## config.mk

```make
export PLATFORM = sky130hd
export DESIGN_NAME = dm_dma
export DESIGN_NICKNAME = d
export VERILOG_FILES = /design/src/rtl/dm_dma.sv
export SDC_FILE = /design/constraint.sdc
export NUM_CORES = 1
export LEC_CHECK = 0
export ABC_CLOCK_PERIOD_IN_PS = 2100
export BUFFER_PORTS_ARGS = -buffer_cell sky130_fd_sc_hd__buf_2
export CAP_MARGIN = 20
export CORE_AREA = 2 2 107 109
export CTS_CLUSTER_DIAMETER = 60
export CTS_CLUSTER_SIZE = 20
export DETAILED_ROUTE_END_ITERATION = 6
export DIE_AREA = 0 0 109 111
export GPL_ROUTABILITY_DRIVEN = 0
export SLEW_MARGIN = 0
export SYNTH_ARGS = -nofsm -noshare
export SYNTH_HDL_FRONTEND = slang
export SYNTH_SLANG_ARGS = --single-unit
```

## constraint.sdc

```tcl
create_clock -name clk -period 2.1 [get_ports clk]
set_input_delay 0.42 -clock clk [delete_from_list [all_inputs] [get_ports clk]]
set_output_delay 0.42 -clock clk [all_outputs]
set_load 0.02 [all_outputs]
```

## src/rtl/dm_dma.sv

```systemverilog
// Block-transfer DMA master for the data memory: overlap-safe copy
// and constant fill over wrap-around addresses.
module dm_dma #(
  parameter int AW = 8,
  parameter int DW = 8
) (
  input  logic          clk,
  input  logic          reset_n,
  input  logic          start,
  input  logic          mode,
  input  logic [AW-1:0] src,
  input  logic [AW-1:0] dst,
  input  logic [AW-1:0] len,
  input  logic [DW-1:0] fill_val,
  input  logic [DW-1:0] mem_dat_out,
  output logic [AW-1:0] mem_addr,
  output logic [DW-1:0] mem_dat_in,
  output logic          mem_wr_en,
  output logic          busy,
  output logic          done
);

  localparam logic [AW-1:0] ONE = AW'(1);

  typedef enum logic [2:0] {
    S_IDLE,
    S_RD,
    S_WR,
    S_FILL,
    S_DONE
  } state_t;

  state_t        r_state;
  state_t        w_next;
  logic [AW-1:0] r_src;
  logic [AW-1:0] r_dst;
  logic [AW-1:0] r_cnt;
  logic [DW-1:0] r_buf;
  logic [DW-1:0] r_fill;
  logic          r_bwd;

  logic [AW-1:0] w_diff;
  logic          w_bwd;
  logic [AW-1:0] w_src_end;
  logic [AW-1:0] w_dst_end;
  logic          w_last;

  // dst lands inside the source window: copy from the top down
  assign w_diff    = dst - src;
  assign w_bwd     = ~mode && (dst != src) && (w_diff < len);
  assign w_src_end = src + len - ONE;
  assign w_dst_end = dst + len - ONE;
  assign w_last    = (r_cnt == ONE);

  always_ff @(posedge clk or negedge reset_n) begin
    if (!reset_n) begin
      r_state <= S_IDLE;
    end else begin
      r_state <= w_next;
    end
  end

  always_comb begin
    w_next     = r_state;
    busy       = 1'b0;
    done       = 1'b0;
    mem_wr_en  = 1'b0;
    mem_addr   = '0;
    mem_dat_in = '0;
    unique case (r_state)
      S_IDLE: begin
        if (start) begin
          if (len == '0)  w_next = S_DONE;
          else if (mode)  w_next = S_FILL;
          else            w_next = S_RD;
        end
      end
      S_RD: begin
        busy     = 1'b1;
        mem_addr = r_src;
        w_next   = S_WR;
      end
      S_WR: begin
        busy       = 1'b1;
        mem_addr   = r_dst;
        mem_dat_in = r_buf;
        mem_wr_en  = 1'b1;
        w_next     = w_last ? S_DONE : S_RD;
      end
      S_FILL: begin
        busy       = 1'b1;
        mem_addr   = r_dst;
        mem_dat_in = r_fill;
        mem_wr_en  = 1'b1;
        w_next     = w_last ? S_DONE : S_FILL;
      end
      S_DONE: begin
        done   = 1'b1;
        w_next = S_IDLE;
      end
      default: w_next = S_IDLE;
    endcase
  end

  always_ff @(posedge clk or negedge reset_n) begin
    if (!reset_n) begin
      r_src  <= '0;
      r_dst  <= '0;
      r_cnt  <= '0;
      r_buf  <= '0;
      r_fill <= '0;
      r_bwd  <= 1'b0;
    end else begin
      unique case (r_state)
        S_IDLE: begin
          if (start) begin
            r_cnt  <= len;
            r_fill <= fill_val;
            r_bwd  <= w_bwd;
            r_src  <= w_bwd ? w_src_end : src;
            r_dst  <= w_bwd ? w_dst_end : dst;
          end
        end
        S_RD: r_buf <= mem_dat_out;
        S_WR: begin
          r_cnt <= r_cnt - ONE;
          r_src <= r_bwd ? r_src - ONE : r_src + ONE;
          r_dst <= r_bwd ? r_dst - ONE : r_dst + ONE;
        end
        S_FILL: begin
          r_cnt <= r_cnt - ONE;
          r_dst <= r_dst + ONE;
        end
        default: ;
      endcase
    end
  end

endmodule

```

After elaboration in Yosys (flattened, before gate mapping)
Index checks and enable logic that the tools add are counted.
- add/sub/neg operators: 10
- magnitude comparators: 1
- equal/unequal tests: 7
- mux-type cells: 21
- bitwise gates (word level): 1
- reductions and logical operators: 13
- operators by type and width (cell ; count):
    case mux 8 bit (2 select lines) ; 4
    two-way mux 8 bit ; 7
    subtractor 8 x 1 -> 8 bit (second input constant) ; 5
    case mux 8 bit (3 select lines) ; 1
    adder 8 x 1 -> 8 bit (second input constant) ; 2
    adder 8 bit ; 2
    two-way mux 3 bit ; 4
    case mux 3 bit (4 select lines) ; 1
    equality test 8 x 1 -> 1 bit (second input constant) ; 1
    logical NOT 8 bit ; 1
    < comparator 8 bit ; 1
    inequality test 8 bit ; 1
    AND reduction 2 bit ; 4
    subtractor 8 bit ; 1
    equality test 3 x 2 -> 1 bit (second input constant) ; 2
    nonzero test 2 bit ; 2
    equality test 3 x 1 -> 1 bit (second input constant) ; 1
    equality test 3 bit (second input constant) ; 1
    logical NOT 3 bit ; 1
    two-way mux 1 bit ; 3
    nonzero test 3 bit ; 1
    OR reduction 3 bit ; 1
    logical AND 1 bit ; 2
    two-way mux 2 bit ; 1
    other kinds (3) ; 3
- flip-flop bits (word level): 44
- input bits: 44
- output and inout bits: 19
- word-level logic and storage cells: 60

Longest topological paths before layout
Gate-level depths: netlist of the first run.
- word-level depth: 6
- gate-level depth with buffers: 18
- mapped depth without buffers: 17

Least setup slack after synthesis of the first run
No wires, ideal clock.
- path kind: input-to-reg
- start point: in dst[0]
- end point: reg r_src[4]
- arrival: 3.095 ns
- required time: 1.974 ns
- slack: -1.121 ns
- stages on the path: 17
- path buffers: 1
- cell sequence: inv_1 ha_1 inv_1 fa_1 nand2_1 nand2_1 a21oi_1 o21bai_1 a21oi_1 xnor2_1 ha_1 and4_1 a211oi_2 buf_4 mux2i_1 nor2_1 a221o_1
- word-level cells in the longest chain between the ends: 6
- elaborated cells between the ends (all ways): 8
- ends and longest elaborated chain (element ; line ; RTL):
    start: declaration ; 12 ; input logic [AW-1:0] dst,
    subtractor 8 bit / inequality test 8 bit (equally long branches) ; 49, 50 ;
    < comparator 8 bit / logical AND 1 bit (equally long branches) ; 50 ; assign w_bwd = ~mode && (dst != src) && (w_diff < len);
    logical AND 1 bit (*) ; 50 ;
    two-way mux 8 bit (*) ; 120 ; r_src <= w_bwd ? w_src_end : src;
    two-way mux 8 bit (*) ; 116 ; if (start) begin
    case mux 8 bit (2 select lines) (*) ; 114 ; unique case (r_state)
    end signal: assignment ; 120 ;
    end signal: assignment ; 127 ; r_src <= r_bwd ? r_src - ONE : r_src + ONE;
    end: declaration ; 35 ; logic [AW-1:0] r_src;
Every way passes the cells marked *; elsewhere a longest branch is shown, timed or not. The select of a mux whose other input is x is not followed.
A chain may end at the register's enable or synchronous reset.

Worst setup path after layout of the first run
Ends and elaborated chain as after synthesis.

==> flow_summary.ini, run 1 <==
[run_status]
outcome = finished, violations left
violations = negative setup slack

[cells_and_area]
final_common_cell = buf_4
final_cell_mix = buf_4, buf_2, inv_1, ha_1, nand2_1
nets = 757
stdcell_area_um2 = 5600
drive_gt1_share_pct = 33.8
n_antenna_cell = 0
final.fill_count = 1037
synthToLayoutAreaGrowth_pct = 38.3

[yosys]
synth_seq_area_share_pct = 27.2
ys_ff_latch = 44
avgSynthCellArea_um2 = 8.08
synth_ff_type = dfrtp_1
synth-edff-count = 0
syn_nets = 599
syn_area_um2 = 4050
yosysTopAreaCellShare_pct = 27.2
synth_area_leader_cell = dfrtp_1
ys_warn_count = 0
synth_cell_types = 57
synth_cells = 501
async_flop_share_pct = 100
ys_top_cells_by_area = dfrtp_1, ha_1, inv_1, a21oi_1, nand2_1

[clock_network]
root_buffer = clkbuf_16
h-tree-depth = 2
clkSlewWorstSetupHoldPaths_ns = 0.06
cts_tree = built
numCtsBuffers = 5
clkSinkCount = 44
clk_latency_ns = 0.29
ctsHoldBuffers = 0
clk_path_buf_depth = 2

[route]
drt_first_pass_iters = 4
wl_per_cell_um = 14.4
drcViolationCount = 0
finalWirelength_mm = 11.6
viasPerCell = 5.06
drt-initial-drc-count = 246
ant_nets = 0
routed-via-count = 4061

[global_routing]
grt_pass1_vias = 3936
overflow = 0
grt_max_degree = 21
antenna_found_initial = 0
grt_use_total_pct = 19.0
grt_pass1_wl_mm = 18.3

[hold_path]
min_path_type = input port to asynchronous set/reset pin

[floorplan]
dieArea_um2 = 12100
pin_count = 63
coreArea_um2 = 11100
initial_core_util_pct = 36.5
die_x_um = 109
die_h_um = 111
num_rows = 39

[flow_run]
maxCapViolCount = 0

[sta]
final-setup-viol-count = 17
relSlewSlack_pct = 66.7
period_needed_ns = 3.10
hold_ws_ns = 0.0746
setup_ws_ns = -1.00
slew_viol_final = 0
clock_skew_ns = 0.00593
rsz0062_at_grt = yes
fmax_ghz = 0.323
tightest_slew_ns = 0.495
hold_viol_final = 0
fin_crit_sh_pct = 148

[worst_setup_path]
cp-end-kind = flip-flop
reg2reg_depth = 8
reg2reg_slack_ns = 0
path_class = input port to flip-flop
arrival_ns = 3.27
cp-start-kind = input port
r2r_end = r_src[6]$_DFFE_PN0P_
worstReg2RegStart = r_bwd$_DFFE_PN0P_
path_max_fanout = 6
timing.critical_path.required_ns = 2.27

[pwr]
power.density_nw_per_um2 = 1090
power_leakage_nw = 2.81
ir_worst_vdd_mv = 0.615

[placed_design]
dp_hpwl_mm = 9.42
place_area_um2 = 5190
place_ws_ns = -1.29
numPortBuffers = 62
==> worst max-delay path by stage <==
stage,from,end,slack [ns],cells past startpoint
after global routing,dst[0],r_src[4]$_DFFE_PN0P_,-1.17,19
after detailed placement,dst[0],r_src[4]$_DFFE_PN0P_,-1.29,19
after global placement,dst[0],r_src[4]$_DFFE_PN0P_,-1.19,19
after floorplan,dst[0],r_src[4]$_DFFE_PN0P_,-0.94,18
after CTS,dst[0],r_src[4]$_DFFE_PN0P_,-0.92,19
final,dst[0],r_src[4]$_DFFE_PN0P_,-1.00,19
==> kinds of logic after synthesis <==
logic type,count (synthesis),synth area share [%]
adder cells (fa/ha/maj),54,17.4
AO/OA/AOI/OAI,122,19.0
buffers and inverters,78,7.76
AND/OR/NAND/NOR,169,20.5
multiplexers,17,4.45
XOR/XNOR,17,3.68
flip-flops,44,27.2
==> sequential cells by signal, summed over array words and instances, names as in the netlist <==
register and flops:
r_bwd 1, r_cnt 8, r_state 3, r_buf 8, r_dst 8, r_src 8
r_fill 8
==> through the flow <==
stage | power, W | utilization, % | setup TNS [ns] | instances
after floorplan | 0.00391 | - | -12.96 | 501
after global placement | 0.00501 | 46.9 | -18.81 | 783
after detailed placement | 0.00510 | 46.9 | -20.46 | 783
after CTS | 0.00598 | 49.1 | -14.14 | 797
after global routing | 0.00661 | 50.5 | -17.74 | 803
final | 0.00610 | 50.5 | -14.94 | 803
==> synthesized netlist by cell type, types with 3 or more instances <==
cell and n:
nand2b_1 10, o22ai_1 6, dfrtp_1 44, a21o_1 3, mux2_2 8, nor3_1 10
fa_1 4, a22oi_1 3, ha_1 50, nor4_1 6, inv_1 60, clkbuf_1 7
nor2_1 51, o21ai_0 28, xor2_1 7, xnor2_1 10, nand4_1 5, mux2i_1 9
buf_2 5, and2_1 4, a31oi_1 6, a21oi_1 39, nand2_1 51, a211oi_1 8
nand3_1 8, or3_1 6, a22o_1 3, o21a_1 4, and3_1 3
==> area by class of cell <==
cell class              instances  area [um^2]  share of cell area [%]
multi-input cells             379         2750                    49.2
well taps                     143          179                    3.20
flip-flops and latches         44         1100                    19.7
inverters                      61          245                    4.38
repair buffers                168         1170                    20.9
clock buffers                   8          146                    2.62
==> timing repair <==
item	CTS	global route
gates cloned	1	1
setup buffers	5	7
resized for setup	22	32
endpoints found under the setup margin	25	25
pin swaps	4	21
==> layer usage <==
layer | GRT usage, % | routed length (um)
met5 | 0 | 0
met4 | 4.87 | 200
met3 | 2.41 | 489
met2 | 34.1 | 5810
met1 | 23.7 | 5050
==> report_power, final <==
group	switching (W)	internal, W
clock network	0.000308	0.000474
registers	0.000379	0.00126
logic	0.00197	0.00170
==> worst max-delay path: stages <==
cell      delay (ns)
buf_12          0.11
inv_12          0.04
ha_4            0.11
inv_2           0.03
fa_2            0.34
nand2_2         0.09
nand2_2         0.05
a21oi_2         0.15
o21bai_1        0.11
a21oi_2         0.17
xnor2_1         0.13
ha_1            0.29
a21oi_2         0.15
o211ai_1        0.10
a211oi_2        0.27
buf_6           0.17
mux2i_1         0.19
nor2_1          0.07
a221o_1         0.26
Power figures use the tool's default switching activity.
==> run 2, diff against run 1 <==
MAX_ROUTING_LAYER = met4   (was not set)
REMOVE_ABC_BUFFERS = 1   (was not set)
==> flow_summary.ini, run 2 (same netlist as run 1, synthesis figures left out) <==
[sta]
hold_viol_final = 0
fin_tns_setup_ns = -14.96
clock_skew_ns = 0.00595
relSlewSlack_pct = 63.0
final-setup-viol-count = 17
period_needed_ns = 3.08
tightest_slew_ns = 0.555
fin_crit_sh_pct = 147
fmax_ghz = 0.325
rsz0062_at_grt = yes
hold_ws_ns = 0.209
slew_viol_final = 0
setup_ws_ns = -0.978

[route]
drt_first_pass_iters = 5
drt-initial-drc-count = 166
routed-via-count = 4040
ant_nets = 0
wl_per_cell_um = 14.3
finalWirelength_mm = 11.5
viasPerCell = 5.04
drcViolationCount = 0

[global_routing]
gr-max-usage-layer = met2
grt_pass1_wl_mm = 18.7
grtUsageMet3_pct = 2.18
grtUsageMet1_pct = 24.3
antenna_found_initial = 0
overflow = 0
grt.met2_usage_pct = 33.9
grt_max_degree = 45
grt_use_total_pct = 19.7
grt_pass1_vias = 4065

[clock_network]
clkSinkCount = 44
clkSlewWorstSetupHoldPaths_ns = 0.06
clk_path_buf_depth = 2
ctsHoldBuffers = 0
cts_tree = built
numCtsBuffers = 5
clk_latency_ns = 0.28
h-tree-depth = 2
root_buffer = clkbuf_16

[worst_setup_path]
arrival_ns = 3.24
path_class = input port to flip-flop
cp_slowest_cell = fa_2
cp-start-kind = input port
crit_family = compound AO/OA/AOI/OAI gates
cp-end-kind = flip-flop
timing.critical_path.required_ns = 2.26
crit_buf_inv = 6
slowest_delay_ns = 0.34
path_max_fanout = 6
path_cells = buf_8, inv_4, ha_4, inv_2, fa_2, nand2_1, nand2_1, a21oi_2, o21bai_1, a21oi_1, xnor2_1, ha_1, a21oi_2, o211ai_1, a211oi_2, buf_6, buf_4, buf_6, nor2_1, a21oi_1, o221ai_1

[floorplan]
initial_core_util_pct = 36.5
coreArea_um2 = 11100
die_x_um = 109
die_h_um = 111
pin_count = 63
dieArea_um2 = 12100
num_rows = 39

[flow_run]
maxCapViolCount = 0

[pwr]
p_switching_w = 0.00265
swShare_pct = 42.9
power.total_w = 0.00619
p_clk_share_pct = 14.5
power.density_nw_per_um2 = 1110
p_comb_share_pct = 59.1
seqPwrFrac_pct = 26.3
p_int_w = 0.00353
ir_worst_vdd_mv = 0.777
power_leakage_nw = 2.82

[cells_and_area]
instances_no_fill = 802
fin_util_pct = 50.4
final_common_cell = buf_4
synthToLayoutAreaGrowth_pct = 37.8
n_antenna_cell = 0
drive_gt1_share_pct = 33.8
final_cell_mix = buf_4, buf_2, inv_1, ha_1, nand2_1
nets = 756

[hold_path]
min_path_type = input port to asynchronous set/reset pin

[run_status]
outcome = finished, violations left
violations = negative setup slack

[placed_design]
numPortBuffers = 62
dp_hpwl_mm = 9.26
dp_cells = 779
==> run 2: cell count changes in the layout (fill, tap and decap cells not counted), sizes merged <==
cell | previous run | this run
clkbuf | 9 | 5
inv | 60 | 61
bufinv | 0 | 1
clkinv | 0 | 1
==> run 2: worst paths after layout <==
check | from | end | slack, ns | cells past startpoint
setup / recovery | dst[0] | r_src[1]$_DFFE_PN0P_ | -0.98 | 21
hold / removal | reset_n | r_buf[0]$_DFFE_PN0P_ | 0.21 | 2
setup reg to reg | r_bwd$_DFFE_PN0P_ | r_src[7]$_DFFE_PN0P_ | 0.10 | 7
max in group asynchronous | reset_n | r_state[2]$_DFFE_PN0P_ | 1.49 | 2
min in group clk | fill_val[4] | r_fill[4]$_DFFE_PN0P_ | 0.33 | 3
hold reg to reg | r_fill[0]$_DFFE_PN0P_ | r_fill[0]$_DFFE_PN0P_ | 0.48 | 2
==> run 2: power groups by stage <==
stage	registers [W]	clock network, W	logic (W)
6_report	0.00163	0.000899	0.00366
5_1_grt	0.00168	0.000957	0.00410
4_1_cts	0.00161	0.000919	0.00361
3_5_place_dp	0.00163	0	0.00345
3_3_place_gp	0.00162	0	0.00337
2_1_floorplan	0.00159	0	0.00227
==> run 2: through the flow <==
stage | worst slack [ns] | instance area, um^2
after detailed placement | -1.44 | 5130
final | -0.978 | 5580
after floorplan | -1.83 | 3960
after CTS | -1.01 | 5450
after global placement | -1.30 | 5130
after global routing | -1.15 | 5580
==> run 2: area by class of cell <==
type	count	area, um^2
repair buffers	167	1140
inverters	61	231
flip-flops and latches	44	1100
clock buffers	5	125
multi-input cells	379	2750
clock inverters	3	46.3
well taps	143	179
fillers	1049	5500
==> run 2: metal layers <==
layer	wire, um	up-vias
li1	-	2063
met1	5160	1854
met2	5610	101
met3	498	22
met4	233	0
met5	0	-
==> run 2: worst register-to-register path, delay by kind of cell, from the launching register on <==
| kind | cells | cell delay [ns] |
|---|---|---|
| flops | 1 | 0.47 |
| compound gates | 5 | 0.98 |
| xor+xnor | 1 | 0.10 |
| fa+ha+maj | 1 | 0.33 |
==> run 2: timing repair <==
action,CTS,global route
buffers inserted,5,10
cloned,2,0
pin swaps,24,24
gates resized for setup,38,21
endpoints found under the hold margin,0,0
setup endpoints to repair,25,26
==> run 3, diff against run 2 <==
SKIP_LAST_GASP = 1   (was not set)
==> flow_summary.ini, run 3 (same netlist as run 1, synthesis figures left out) <==
[worst_setup_path]
cp-end-kind = flip-flop
cp-start-kind = input port
crit_start = dst[0]
path_max_fanout = 6
worstReg2RegStart = r_bwd$_DFFE_PN0P_
reg2reg_slack_ns = 0.09
timing.critical_path.required_ns = 2.26
path_class = input port to flip-flop
reg2reg_depth = 7
r2r_end = r_src[7]$_DFFE_PN0P_
arrival_ns = 3.23

[clock_network]
clkSinkCount = 44
cts_tree = built
clkSlewWorstSetupHoldPaths_ns = 0.06
root_buffer = clkbuf_16
numCtsBuffers = 5
h-tree-depth = 2
clk_path_buf_depth = 2
clk_latency_ns = 0.28

[floorplan]
coreArea_um2 = 11100
pin_count = 63
dieArea_um2 = 12100
num_rows = 39
die_h_um = 111
die_x_um = 109
initial_core_util_pct = 36.5

[pwr]
power_leakage_nw = 2.82
swShare_pct = 43.0
p_clk_share_pct = 14.5
power.total_w = 0.00619
seqPwrFrac_pct = 26.3
p_switching_w = 0.00266
p_int_w = 0.00353
p_comb_share_pct = 59.2
ir_worst_vdd_mv = 0.776
power.density_nw_per_um2 = 1110

[sta]
relSlewSlack_pct = 62.9
hold_viol_final = 0
tightest_slew_ns = 0.556
fin_crit_sh_pct = 146
fmax_ghz = 0.325
period_needed_ns = 3.08
setup_ws_ns = -0.976
final-setup-viol-count = 17
slew_viol_final = 0
hold_ws_ns = 0.208
fin_tns_setup_ns = -14.96
rsz0062_at_grt = yes
clock_skew_ns = 0.00568

[cells_and_area]
final_common_cell = buf_4
n_antenna_cell = 0
fin_util_pct = 50.3
multi_input_area_um2 = 2750
drive_gt1_share_pct = 33.7
final.fill_count = 1047
final_cell_mix = buf_4, buf_2, inv_1, ha_1, nand2_1
synthToLayoutAreaGrowth_pct = 37.7
seqCellArea_um2 = 1100
nets = 756

[route]
finalWirelength_mm = 11.5
viasPerCell = 5.08
wl_per_cell_um = 14.4
drcViolationCount = 0
drt_first_pass_iters = 4
routed-via-count = 4074
ant_nets = 0
drt-initial-drc-count = 193

[hold_path]
min_path_type = input port to asynchronous set/reset pin

[run_status]
violations = negative setup slack
outcome = finished, violations left

[flow_run]
maxCapViolCount = 0

[placed_design]
dp_hpwl_mm = 9.26
numPortBuffers = 62

[global_routing]
grt_max_degree = 45
antenna_found_initial = 0
overflow = 0
grt_use_total_pct = 19.7
grt_pass1_wl_mm = 18.7
grt_pass1_vias = 4065
run 3: power groups by stage:
stage	Combinational, W	Clock (W)	Sequential, W
2_1_floorplan	0.00227	0	0.00159
3_3_place_gp	0.00337	0	0.00162
3_5_place_dp	0.00345	0	0.00163
4_1_cts	0.00361	0.000919	0.00161
5_1_grt	0.00409	0.000957	0.00168
6_report	0.00366	0.000899	0.00163
run 3: worst max-delay path by stage:
stage,to,slack (ns),cells after the start
floorplan,r_src[4]$_DFFE_PN0P_,-1.83,16
detailed placement,r_src[4]$_DFFE_PN0P_,-1.44,19
global placement,r_src[4]$_DFFE_PN0P_,-1.30,18
finish,r_src[1]$_DFFE_PN0P_,-0.98,21
global route,r_src[4]$_DFFE_PN0P_,-1.15,19
CTS,r_src[4]$_DFFE_PN0P_,-1.01,19
run 3: critical path, stage by stage:
cell	delay, ns
buf_8	0.10
inv_4	0.05
ha_4	0.13
inv_2	0.03
fa_2	0.34
nand2_1	0.08
nand2_1	0.06
a21oi_2	0.16
o21bai_1	0.08
a21oi_1	0.17
xnor2_1	0.14
ha_1	0.29
a21oi_2	0.16
o211ai_1	0.10
a211oi_2	0.23
buf_6	0.17
buf_4	0.11
buf_6	0.10
nor2_1	0.04
a21oi_1	0.14
o221ai_1	0.12
run 3: layout make-up:
cell class	count	share of cell area, %
multi-input cells	379	49.3
flip-flops and latches	44	19.8
inverters	61	4.15
well taps	143	3.21
clock inverters	3	0.830
clock buffers	5	2.24
repair buffers	167	20.4
run 3: layer usage:
layer | vias to the layer above | routed length [um] | share of wire, % | track usage [%]
met5 | - | 0 | 0 | -
met4 | 0 | 246 | 2.1 | 4.87
met3 | 24 | 481 | 4.2 | 2.18
met2 | 111 | 5630 | 49 | 33.9
met1 | 1874 | 5160 | 45 | 24.3
li1 | 2065 | - | - | -
run 3: repair_timing:
action	in CTS	in global routing
cloned	2	0
hold buffers	0	0
setup endpoints to repair	25	26
gates resized for setup	38	20
pin swaps	24	24
setup buffers	5	10
run 3: metrics by stage:
step	setup WS, ns	cell area, um^2	std cells
floorplan	-1.83	3960	484
global placement	-1.30	5130	779
detailed placement	-1.44	5130	779
CTS	-1.01	5450	794
global route	-1.15	5580	802
finish	-0.976	5580	802
